File: src/rtl/qerv_timer_if.sv
// Wishbone-style register bus between the core and the machine timer.
// The master drives the request fields; the timer returns read data and ack.
interface qerv_timer_if;
    logic        i_wb_cyc;
    logic        i_wb_we;
    logic [1:0]  i_wb_adr;
    logic [31:0] i_wb_dat;
    logic [3:0]  i_wb_sel;
    logic [31:0] o_wb_dat;
    logic        o_wb_ack;

    modport master (
        output i_wb_cyc, i_wb_we, i_wb_adr, i_wb_dat, i_wb_sel,
        input  o_wb_dat, o_wb_ack
    );

    modport slave (
        input  i_wb_cyc, i_wb_we, i_wb_adr, i_wb_dat, i_wb_sel,
        output o_wb_dat, o_wb_ack
    );
endinterface

File: src/rtl/qerv_timer.sv
// RISC-V style machine timer: prescaled 32-bit mtime, mtimecmp compare,
// ctrl (EN/IE) and status registers behind a single-cycle-ack register bus.
module qerv_timer #(
    parameter string RESET_STRATEGY = "MINI",
    parameter int    DIV            = 0
) (
    input  logic          i_clk,
    input  logic          i_rst,
    qerv_timer_if.slave   wb,
    output logic          o_mtip
);

    localparam bit RST_ALL = (RESET_STRATEGY != "NONE");
    localparam int PW      = (DIV > 0) ? DIV : 1;

    localparam logic [1:0] A_MTIME  = 2'd0;
    localparam logic [1:0] A_MTCMP  = 2'd1;
    localparam logic [1:0] A_CTRL   = 2'd2;
    localparam logic [1:0] A_STATUS = 2'd3;

    logic [31:0]   mtime;
    logic [31:0]   mtimecmp;
    logic [PW-1:0] presc;
    logic          en;
    logic          ie;
    logic          cmp_hit;
    logic          tick;
    logic          wr;
    logic          wr_mtime;
    logic          wr_mtcmp;
    logic          wr_ctrl;
    logic [31:0]   rd_mux;

    function automatic logic [31:0] merge(input logic [31:0] old_v,
                                          input logic [31:0] new_v,
                                          input logic [3:0]  sel);
        logic [31:0] r;
        r = old_v;
        for (int b = 0; b < 4; b++) begin
            if (sel[b]) r[b*8 +: 8] = new_v[b*8 +: 8];
        end
        return r;
    endfunction

    always_comb begin
        cmp_hit  = (mtime >= mtimecmp);
        // With DIV = 0 the prescaler is a dummy bit and every enabled cycle ticks
        tick     = en & ((DIV == 0) ? 1'b1 : (&presc));
        wr       = wb.i_wb_cyc & wb.i_wb_we & wb.o_wb_ack & ~i_rst;
        wr_mtime = wr & (wb.i_wb_adr == A_MTIME);
        wr_mtcmp = wr & (wb.i_wb_adr == A_MTCMP);
        wr_ctrl  = wr & (wb.i_wb_adr == A_CTRL);
    end

    always_comb begin
        rd_mux = 32'h0;
        case (wb.i_wb_adr)
            A_MTIME:  rd_mux = mtime;
            A_MTCMP:  rd_mux = mtimecmp;
            A_CTRL:   rd_mux = {30'h0, ie, en};
            A_STATUS: rd_mux = {31'h0, cmp_hit};
            default:  rd_mux = 32'h0;
        endcase
    end

    // Control state: always reset, regardless of RESET_STRATEGY
    always_ff @(posedge i_clk) begin
        if (i_rst) begin
            wb.o_wb_ack <= 1'b0;
            o_mtip      <= 1'b0;
            en          <= 1'b0;
            ie          <= 1'b0;
        end else begin
            wb.o_wb_ack <= wb.i_wb_cyc & ~wb.o_wb_ack;
            o_mtip      <= ie & cmp_hit;
            if (wr_ctrl && wb.i_wb_sel[0]) begin
                en <= wb.i_wb_dat[0];
                ie <= wb.i_wb_dat[1];
            end
        end
    end

    // Datapath: reset only when RST_ALL; otherwise simply frozen during reset
    always_ff @(posedge i_clk) begin
        if (i_rst) begin
            if (RST_ALL) begin
                mtime       <= 32'h0;
                mtimecmp    <= 32'hFFFF_FFFF;
                presc       <= '0;
                wb.o_wb_dat <= 32'h0;
            end
        end else begin
            if (wb.i_wb_cyc && !wb.o_wb_ack) wb.o_wb_dat <= rd_mux;

            if (wr_mtime) begin
                mtime <= merge(mtime, wb.i_wb_dat, wb.i_wb_sel);
                presc <= '0;
            end else begin
                if (tick) mtime <= mtime + 32'd1;
                if (en && (DIV != 0)) presc <= presc + PW'(1);
            end

            if (wr_mtcmp) mtimecmp <= merge(mtimecmp, wb.i_wb_dat, wb.i_wb_sel);
        end
    end

endmodule
File: src/flat_wrapper.sv
// flat-port wrapper written by rule: the top's interface ports become plain ports
module qerv_timer_flat 
#(
    parameter string RESET_STRATEGY = "    ",
    parameter int    DIV            = 0
)
  (i_clk, i_rst, o_mtip, wb_i_wb_cyc, wb_i_wb_we, wb_i_wb_adr, wb_i_wb_dat, wb_i_wb_sel, wb_o_wb_dat, wb_o_wb_ack);
  qerv_timer_if wb_i ();
  input  logic i_clk;
  input  logic i_rst;
  output logic o_mtip;
  input wire logic [$bits(wb_i.i_wb_cyc)-1:0] wb_i_wb_cyc;
  input wire logic [$bits(wb_i.i_wb_we)-1:0] wb_i_wb_we;
  input wire logic [$bits(wb_i.i_wb_adr)-1:0] wb_i_wb_adr;
  input wire logic [$bits(wb_i.i_wb_dat)-1:0] wb_i_wb_dat;
  input wire logic [$bits(wb_i.i_wb_sel)-1:0] wb_i_wb_sel;
  output wire logic [$bits(wb_i.o_wb_dat)-1:0] wb_o_wb_dat;
  output wire logic [$bits(wb_i.o_wb_ack)-1:0] wb_o_wb_ack;
  assign wb_i.i_wb_cyc = wb_i_wb_cyc;
  assign wb_i.i_wb_we = wb_i_wb_we;
  assign wb_i.i_wb_adr = wb_i_wb_adr;
  assign wb_i.i_wb_dat = wb_i_wb_dat;
  assign wb_i.i_wb_sel = wb_i_wb_sel;
  assign wb_o_wb_dat = wb_i.o_wb_dat;
  assign wb_o_wb_ack = wb_i.o_wb_ack;
  qerv_timer #(.RESET_STRATEGY(RESET_STRATEGY), .DIV(DIV)) u_core (.i_clk(i_clk), .i_rst(i_rst), .wb(wb_i), .o_mtip(o_mtip));
endmodule
File: config.mk
export PLATFORM = sky130hd
export DESIGN_NAME = qerv_timer_flat
export DESIGN_NICKNAME = d
export VERILOG_FILES = /design/src/rtl/qerv_timer_if.sv /design/src/rtl/qerv_timer.sv /design/src/flat_wrapper.sv
export SDC_FILE = /design/constraint.sdc
export NUM_CORES = 1
export LEC_CHECK = 0
export BUFFER_PORTS_ARGS = -buffer_cell sky130_fd_sc_hd__buf_2
export CORE_MARGIN = 2
export CORE_UTILIZATION = 51
export DETAILED_ROUTE_END_ITERATION = 10
export PLACE_DENSITY_LB_ADDON = 0.15
export RECOVER_POWER = 50
export SLEW_MARGIN = 15
export SYNTH_ARGS = -nofsm -noshare
export SYNTH_HDL_FRONTEND = slang
export SYNTH_SLANG_ARGS = --single-unit
File: constraint.sdc
create_clock -name i_clk -period 2.32 [get_ports i_clk]
set_clock_uncertainty 0.05 [all_clocks]
set_input_delay 0.116 -clock i_clk [delete_from_list [all_inputs] [get_ports i_clk]]
set_output_delay 0.116 -clock i_clk [all_outputs]
set_load 0.05 [all_outputs]
Word level (Yosys, flattened, before mapping)
Index checks and enable logic that the tools add are counted.
- register bits after elaboration: 100
- output and inout port bits: 34
- reduce and logical (&&, ||, !) cells: 13
- bitwise operators: 10
- order comparisons: 1
- muxes and demuxes: 7
- add/subtract/negate cells: 1
- eq/ne operators: 7
- operators by type and width (operator ; count):
    32-bit one-hot mux with 4 select lines ; 1
    32-bit 2-to-1 mux ; 2
    32-bit by 1-bit adder with 32-bit output, second input constant ; 1
    32-bit greater-or-equal comparator ; 1
    8-bit 2-to-1 mux ; 4
    2-bit AND reduction ; 8
    1-bit bitwise AND ; 8
    2-bit != test, second input constant ; 4
    2-bit equality test, second input constant ; 2
    2-bit by 1-bit equality test with 1-bit output, second input constant ; 1
    1-bit logical AND ; 2
    2-bit zero test ; 1
    1-bit NOT ; 2
    2-bit nonzero test ; 1
    1-bit zero test ; 1

Longest topological paths before layout
Gate-level depths: netlist of the first run.
- depth in word-level cells: 6
- depth in mapped cells: 8
- mapped depth without buffers: 7

Worst setup path after synthesis of the first run
No wires, ideal clock.
- kind: register to register
- start: reg u_core.wb.o_wb_ack
- end: reg u_core.mtimecmp[10]
- data arrival time: 1.864 ns
- library setup time: 0.141 ns
- cell stages (with the launch flop): 5
- setup slack: 0.265 ns
- path buffers: 1
- cell sequence: dfxtp_1 -> nand4b_1 -> nor3_1 -> clkbuf_1 -> o211ai_1
- longest elaborated chain between the ends: 4
- RTL lines (element ; RTL line ; RTL):
    start, declared ; qerv_timer_if.sv:19 ; output o_wb_dat, o_wb_ack
    start signal, assigned ; qerv_timer.sv:74 ; wb.o_wb_ack <= wb.i_wb_cyc & ~wb.o_wb_ack;
    1-bit bitwise AND (2 in a row) ; qerv_timer.sv:49 ; wr = wb.i_wb_cyc & wb.i_wb_we & wb.o_wb_ack & ~i_rst;
    1-bit bitwise AND ; qerv_timer.sv:51 ; wr_mtcmp = wr & (wb.i_wb_adr == A_MTCMP);
    2-bit AND reduction (no source line) ; -- ;
    end signal, assigned ; qerv_timer.sv:103 ; if (wr_mtcmp) mtimecmp <= merge(mtimecmp, wb.i_wb_dat, wb.i_wb_sel);
    end, declared ; qerv_timer.sv:22 ; logic [31:0] mtimecmp;
No other way between the ends.
A chain may end at the register's enable or synchronous reset.

Final worst setup path of the first run
- start: reg u_core.mtimecmp[27]
- end: reg u_core.wb.o_wb_dat[0]
- longest elaborated chain between the ends: 2
- RTL lines (element ; RTL line ; RTL):
    32-bit greater-or-equal comparator ; qerv_timer.sv:46 ; cmp_hit = (mtime >= mtimecmp);
    32-bit one-hot mux with 4 select lines ; qerv_timer.sv:57 ; case (wb.i_wb_adr)
    end signal, assigned ; qerv_timer.sv:93 ; if (wb.i_wb_cyc && !wb.o_wb_ack) wb.o_wb_dat <= rd_mux;
    end, declared ; qerv_timer_if.sv:19 ;
No other way between the ends.

==> run_results.csv, run 1 <==
group,metric,value,unit
global_route,grt_use_total,27.6,%
yosys,synthAdderAreaFrac,7.56,%
clocking,root_buffer,"clkbuf_8",
worst_setup_path,crit_required,2580,ps
global_route,grt-ovfl-total,0,
floorplanning,pin_count,76,
worst_setup_path,crit_path_start_kind,"flop",
timing,final-max-slew-violation-count,0,
clocking,h-tree-depth,3,
yosys,ys.flop_type,"dfxtp_1",
worst_setup_path,critical-path-top-delay-family,"simple AND/OR/NAND/NOR gates",
layout,antenna_cells,0,
yosys,synth.cell_area,5460,um2
timing,min_period_over_period,94.5,%
timing,slew_headroom,51.4,%
timing,tns,0,ps
layout,layout_commonest_cell,"dfxtp_1",
placed_design,place_area,6080,um2
layout,regArea,2000,um2
route,ant_nets,0,
timing,finalWorstSetupSlack,128,ps
worst_setup_path,crit_fanout,3,
worst_setup_path,path_cells,"inv_1, ha_1, nand4_1, or4_4, a21oi_2, o41ai_1, buf_4, a311oi_2",
worst_setup_path,critical_path_class,"reg -> reg",
hold_path,hold_class,"in -> reg",
clocking,clk_path_buf_depth,2,
layout,multiInputGateArea,3160,um2
floorplanning,die_w,107,um
floorplanning,initial_core_util,52.7,%
route,wl_per_cell,17.5,um
yosys,ys_warn_count,0,
yosys,synthMuxAreaShare,7.03,%
worst_setup_path,cp_slowest_stage_delay,570,ps
floorplanning,die-area,11500,um2
worst_setup_path,critPathSlowestCell,"or4_4",
placed_design,portBuffers,75,
yosys,synth-edff-count,0,
layout,post-route-util,63.3,%
route,wl,15800,um
route,drt-vias-per-instance,5.98,
timing,rsz0062_at_grt,"no",
global_route,grt_first_pass_wirelength,25400,um
layout,n_fill_cell,948,
status,status,"finished clean",
placed_design,place_congestion,0.922,
layout,fin_area,6570,um2
yosys,synthDistinctLibCells,57,
global_route,grt_pass1_vias,5207,
clocking,clk_latency,390,ps
timing,min_period,2190,ps
worst_setup_path,arrival,2450,ps
layout,stdcell_count,902,
clocking,path_clk_slew,100,ps
route,vias,5390,
route,dr.pass1.iters,5,
layout,layout.nets,836,
route,drc,0,
worst_setup_path,cp_num_buf_inv,2,
layout,drive_above_1_share,17.1,%
timing,setup_viol,0,
global_route,antenna_found_initial,0,
yosys,synthXorXnorAreaFrac,0,%
floorplanning,fp.coreArea,10400,um2
job,maxCapViolCount,0,
placed_design,dpl_worst_slack,65.1,ps
yosys,synth_compound_area_share,22.9,%
yosys,avgSynthCellArea,8.41,um2
floorplanning,fp-row-count,37,
yosys,synth_seq_area_share,36.7,%
route,drt_iter0_drc,341,
layout,layout_common_cells,"dfxtp_1 (100), nand2_1 (67), nor2_1 (56), inv_1 (43), buf_2 (41)",
yosys,ys_seq_elements,100,
global_route,grt_max_degree,46,
timing,hold_violations,0,
clocking,cts_tree,"done",
yosys,async_reset_ff_share,0,%
pwr,p_leak,2.83,nW
timing,worst_slew_pin_slew,729,ps
worst_setup_path,end_kind,"flop",
clocking,numCtsBuffers,9,
timing,max_freq,456,MHz
placed_design,dp_cells,851,
yosys,synth_top_family_by_area,"compound AO/OA/AOI/OAI gates",
layout,syn2layout_area_growth,20.3,%
pwr,power,3.21,mW
placed_design,place.detailed.hpwl,11000,um
timing,whs,82.7,ps
yosys,synth-simple-area-share,20.0,%
pwr,ir_drop,0.000243,V
yosys,syn_nets,724,
floorplanning,fp.dieH,107,um
clocking,cts_sinks,100,
yosys,synthCells,649,
pwr,cellPowerDensity,489,nW/um2
layout make-up:
cell class	instances	area share, %
multi-input combinational	466	48.2
sequential	100	30.5
timing repair buffer	140	13.5
tap	136	2.59
inverter	44	2.52
clock buffer	10	2.10
clock inverter	6	0.610
tightest hold or removal path, stage by stage:
cell and delay, ps:
buf_2 160, nand3_1 100, a31oi_1 90
flip-flops by register name, summed over array words and instances (netlist names):
name,cells
u_core.mtime,32
u_core.mtimecmp,32
u_core.wb.o_wb_dat,32
u_core.en,1
u_core.ie,1
u_core.o_mtip,1
u_core.wb.o_wb_ack,1
logic make-up (layout without fill, tap and decap cells):
| kind of cell | after synthesis | count (layout) |
|---|---|---|
| flops | 100 | 100 |
| buf+inv | 83 | 200 |
| fa+ha+maj | 33 | 33 |
| compound gates | 178 | 178 |
| simple gates | 220 | 220 |
| mux | 35 | 35 |
routing by layer:
metal	wire length (um)	global-route usage [%]	up-vias
met4	286	9.25	0
met3	789	4.24	21
met2	7790	48.6	163
li1	-	-	2626
met5	0	0	-
met1	6910	34.5	2580
Yosys cell counts, types with 5 or more instances:
cell      instances  area, um2
dfxtp_1         100       2000
a31oi_1           9       56.3
nor4_1            6       37.5
ha_1             33        413
o21ai_0          22        110
a221oi_1          5       43.8
nand3_1          18       90.1
o211ai_1         38        285
and2_1            6       37.5
clkbuf_1         32        120
a21o_1            7       52.6
nand2_1          67        251
nand4_1          16        100
nor2_1           57        214
nor3_1           16       80.1
buf_2             6       30.0
inv_1            43        161
a22oi_1          30        225
mux2_2           27        304
mux2i_1           8       80.1
a21oi_1          28        140
a211oi_1         12       90.1
a311oi_1          5       43.8
power by group:
part	switching (mW)	internal (mW)
logic	0.243	0.141
registers	0.0148	1.74
clock network	0.651	0.418
total	0.909	2.30
worst paths after layout:
check | start | end | slack [ps] | cells after the start
worst max-delay path | u_core.mtimecmp[27]$_SDFFE_PP1P_ | u_core.wb.o_wb_dat[0]$_SDFFE_PP0P_ | 130 | 8
worst min register to register | u_core.ie$_SDFFE_PP0P_ | u_core.o_mtip$_SDFF_PP0_ | 420 | 2
worst max register to register | u_core.mtimecmp[27]$_SDFFE_PP1P_ | u_core.wb.o_wb_dat[0]$_SDFFE_PP0P_ | 130 | 8
worst min-delay path | wb_i_wb_sel[0] | u_core.mtime[0]$_SDFFE_PP0P_ | 80 | 3
timing repair:
| item | CTS | global route |
|---|---|---|
| resized for setup | 0 | 5 |
| hold buffers | 33 | 0 |
| endpoints found under the setup margin | 0 | 2 |
| setup buffers | 0 | 2 |
| endpoints found under the hold margin | 46 | 0 |
Note: power is estimated with default switching activity, not from simulation.
==> run 2, diff against run 1 <==
- BUFFER_PORTS_ARGS: -buffer_cell sky130_fd_sc_hd__buf_2 -> unset
- DONT_BUFFER_PORTS: unset -> 1
==> run 2 against run 1 <==
First-iteration DRC count increased by 26%. Cell area decreased by 2.8%. Die area unchanged. Critical path depth unchanged. Combinational power decreased by 31%. Worst setup slack got worse by 100 ps. Hold slack got worse by 80 ps. Clock power about the same. Global-route usage increased by 1.3 points. Core utilization decreased by 1.8 points. Critical endpoint is now u_core.o_mtip$_SDFF_PP0_. Highest routed layer unchanged.
==> run_results.csv, run 2 (synthesis gave the netlist of run 1 again) <==
group,metric,value,unit
status,status,"finished clean",
clocking,cts_tree,"done",
timing,setup_viol,0,
global_route,grt_use_total,28.9,%
pwr,cellPowerDensity,497,nW/um2
route,dr.pass1.iters,7,
clocking,root_buffer,"clkbuf_8",
route,drt_iter0_drc,428,
job,maxCapViolCount,0,
floorplanning,pin_count,76,
timing,min_period,2290,ps
floorplanning,fp-row-count,37,
worst_setup_path,path_cells,"inv_1, ha_1, nand2b_1, a2111oi_0, a2111oi_0, o41ai_1, buf_4, a21oi_1",
worst_setup_path,critical_path_class,"reg -> reg",
placed_design,place_congestion,0.879,
global_route,grt_pass1_vias,5189,
timing,max_freq,436,MHz
clocking,h-tree-depth,3,
hold_path,hold_class,"in -> reg",
clocking,path_clk_slew,100,ps
worst_setup_path,reg2reg_depth,8,
floorplanning,die-area,11500,um2
placed_design,place.detailed.hpwl,10800,um
worst_setup_path,crit_required,2520,ps
floorplanning,fp.dieH,107,um
global_route,grt-ovfl-total,0,
clocking,clk_latency,370,ps
worst_setup_path,arrival,2490,ps
clocking,clk_path_buf_depth,2,
layout,layout.nets,772,
clocking,cts_sinks,100,
timing,min_period_over_period,98.8,%
pwr,pwr-share-seq,57.9,%
route,ant_nets,0,
clocking,numCtsBuffers,9,
pwr,p_int,2.35,mW
pwr,switching_share,26.0,%
layout,antenna_cells,0,
route,wl_per_cell,19.1,um
worst_setup_path,end_kind,"flop",
worst_setup_path,critical-path-top-delay-family,"compound AO/OA/AOI/OAI gates",
global_route,grt_max_degree,58,
worst_setup_path,r2r_end,"u_core.o_mtip$_SDFF_PP0_",
timing,worst_slew_pin_slew,729,ps
timing,hold_violations,0,
worst_setup_path,cp_num_buf_inv,2,
layout,layout_commonest_cell,"dfxtp_1",
floorplanning,die_w,107,um
timing,whs,2.84,ps
worst_setup_path,crit_fanout,6,
timing,final-max-slew-violation-count,0,
worst_setup_path,path_common_cell,"a2111oi_0",
global_route,antenna_found_initial,0,
pwr,power,3.17,mW
worst_setup_path,critPathSlowestCell,"a2111oi_0",
worst_setup_path,crit-reg2reg-launch,"u_core.mtime[0]$_SDFFE_PP0P_",
pwr,p_switching,0.825,mW
route,drc,0,
placed_design,dpl_worst_slack,59.8,ps
hold_path,hold-path-endpoint,"u_core.wb.o_wb_dat[6]$_SDFFE_PP0P_",
pwr,ir_drop,0.000300,V
hold_path,hold_path_depth,3,
layout,reg.largest.list,"u_core.mtime: 32 flops, u_core.mtimecmp: 32 flops, u_core.wb.o_wb_dat: 32 flops",
route,vias,5175,
worst_setup_path,cp_slowest_stage_delay,440,ps
worst_setup_path,crit_path_start_kind,"flop",
layout,layout_common_cells,"dfxtp_1 (99), nand2_1 (67), nor2_1 (57), inv_1 (43), dlygate4sd3_1 (41)",
hold_path,hold_start,"wb_i_wb_adr[0]",
floorplanning,fp.coreArea,10400,um2
floorplanning,initial_core_util,52.7,%
timing,slew_headroom,51.4,%
global_route,grt_first_pass_wirelength,26200,um
route,wl,16000,um
timing,finalWorstSetupSlack,27.7,ps
layout,drive_above_1_share,12.8,%
layout,syn2layout_area_growth,16.9,%
pwr,p_leak,2.69,nW
pwr,clockPowerShare,33.7,%
route,drt-vias-per-instance,6.18,
worst_setup_path,reg2reg_slack,30,ps
pwr,combinationalPowerShare,8.3,%
placed_design,portBuffers,0,
-- run 2: cell count changes in the layout (fill, tap and decap cells not counted), sizes merged --
cell,before,now
clkinvlp,1,0
buf,69,32
clkinv,6,2
dlygate4sd3,33,41
clkbuf,48,18
-- run 2: what timing repair did --
| item | 4_1_cts | 5_1_grt |
|---|---|---|
| resized for setup | 0 | 7 |
| endpoints found under the setup margin | 0 | 3 |
| buffers inserted | 0 | 2 |
| hold buffers | 42 | 1 |
| hold endpoints to repair | 99 | 1 |
-- run 2: worst reg2reg max path, cell delays in order, from the launching register on --
cell       delay [ps]
dfxtp_2           380
inv_1              80
ha_1              280
nand2b_1          140
a2111oi_0         440
a2111oi_0         170
o41ai_1           400
buf_4             180
a21oi_1            70
-- run 2: power groups by stage --
stage                     clock network, mW  logic, mW  registers, mW
after global routing                   1.16      0.289           1.84
after global placement                    0      0.154           1.88
after detailed placement                  0      0.157           1.88
after floorplan                           0      0.140           1.87
final                                  1.07      0.265           1.84
after CTS                              1.10      0.261           1.84
-- run 2: area by class of cell --
cell class | count | area, um2
repair buffers | 76 | 702
inverters | 44 | 165
fillers | 915 | 3990
well taps | 136 | 170
multi-input cells | 466 | 3160
clock buffers | 15 | 176
clock inverters | 1 | 5.00
flip-flops and latches | 100 | 2000
-- run 2: worst max-delay path by stage --
stage / from / to / slack (ps) / cells after the start
after floorplan: u_core.wb.o_wb_ack$_SDFF_PP0_ / u_core.mtimecmp[10]$_SDFFE_PP1P_ / 260 / 4
after global routing: u_core.mtime[0]$_SDFFE_PP0P_ / u_core.wb.o_wb_dat[0]$_SDFFE_PP0P_ / -80 / 8
after detailed placement: u_core.mtimecmp[31]$_SDFFE_PP1P_ / u_core.wb.o_wb_dat[0]$_SDFFE_PP0P_ / 60 / 7
after global placement: u_core.mtimecmp[31]$_SDFFE_PP1P_ / u_core.wb.o_wb_dat[0]$_SDFFE_PP0P_ / 130 / 7
after CTS: u_core.mtimecmp[31]$_SDFFE_PP1P_ / u_core.wb.o_wb_dat[0]$_SDFFE_PP0P_ / 20 / 7
final: u_core.mtime[0]$_SDFFE_PP0P_ / u_core.o_mtip$_SDFF_PP0_ / 30 / 8
-- run 2: per-layer routing --
layer / GRT usage (%) / up-vias / part of all wire [%] / wire [um]
li1: - / 2494 / - / -
met1: 36.4 / 2446 / 43 / 6840
met2: 48.4 / 199 / 48 / 7640
met3: 5.87 / 36 / 7.0 / 1120
met4: 11.9 / 0 / 2.5 / 403
met5: 0 / - / 0 / 0
-- run 2: per-stage QoR --
stage	util, %	cells	setup TNS (ps)	area, um2
6_report	61.5	838	0	6380
5_1_grt	61.5	838	-145	6380
4_1_cts	61.2	835	0	6340
3_5_place_dp	55.1	777	0	5720
3_3_place_gp	55.1	777	0	5720
2_1_floorplan	-	649	0	5460
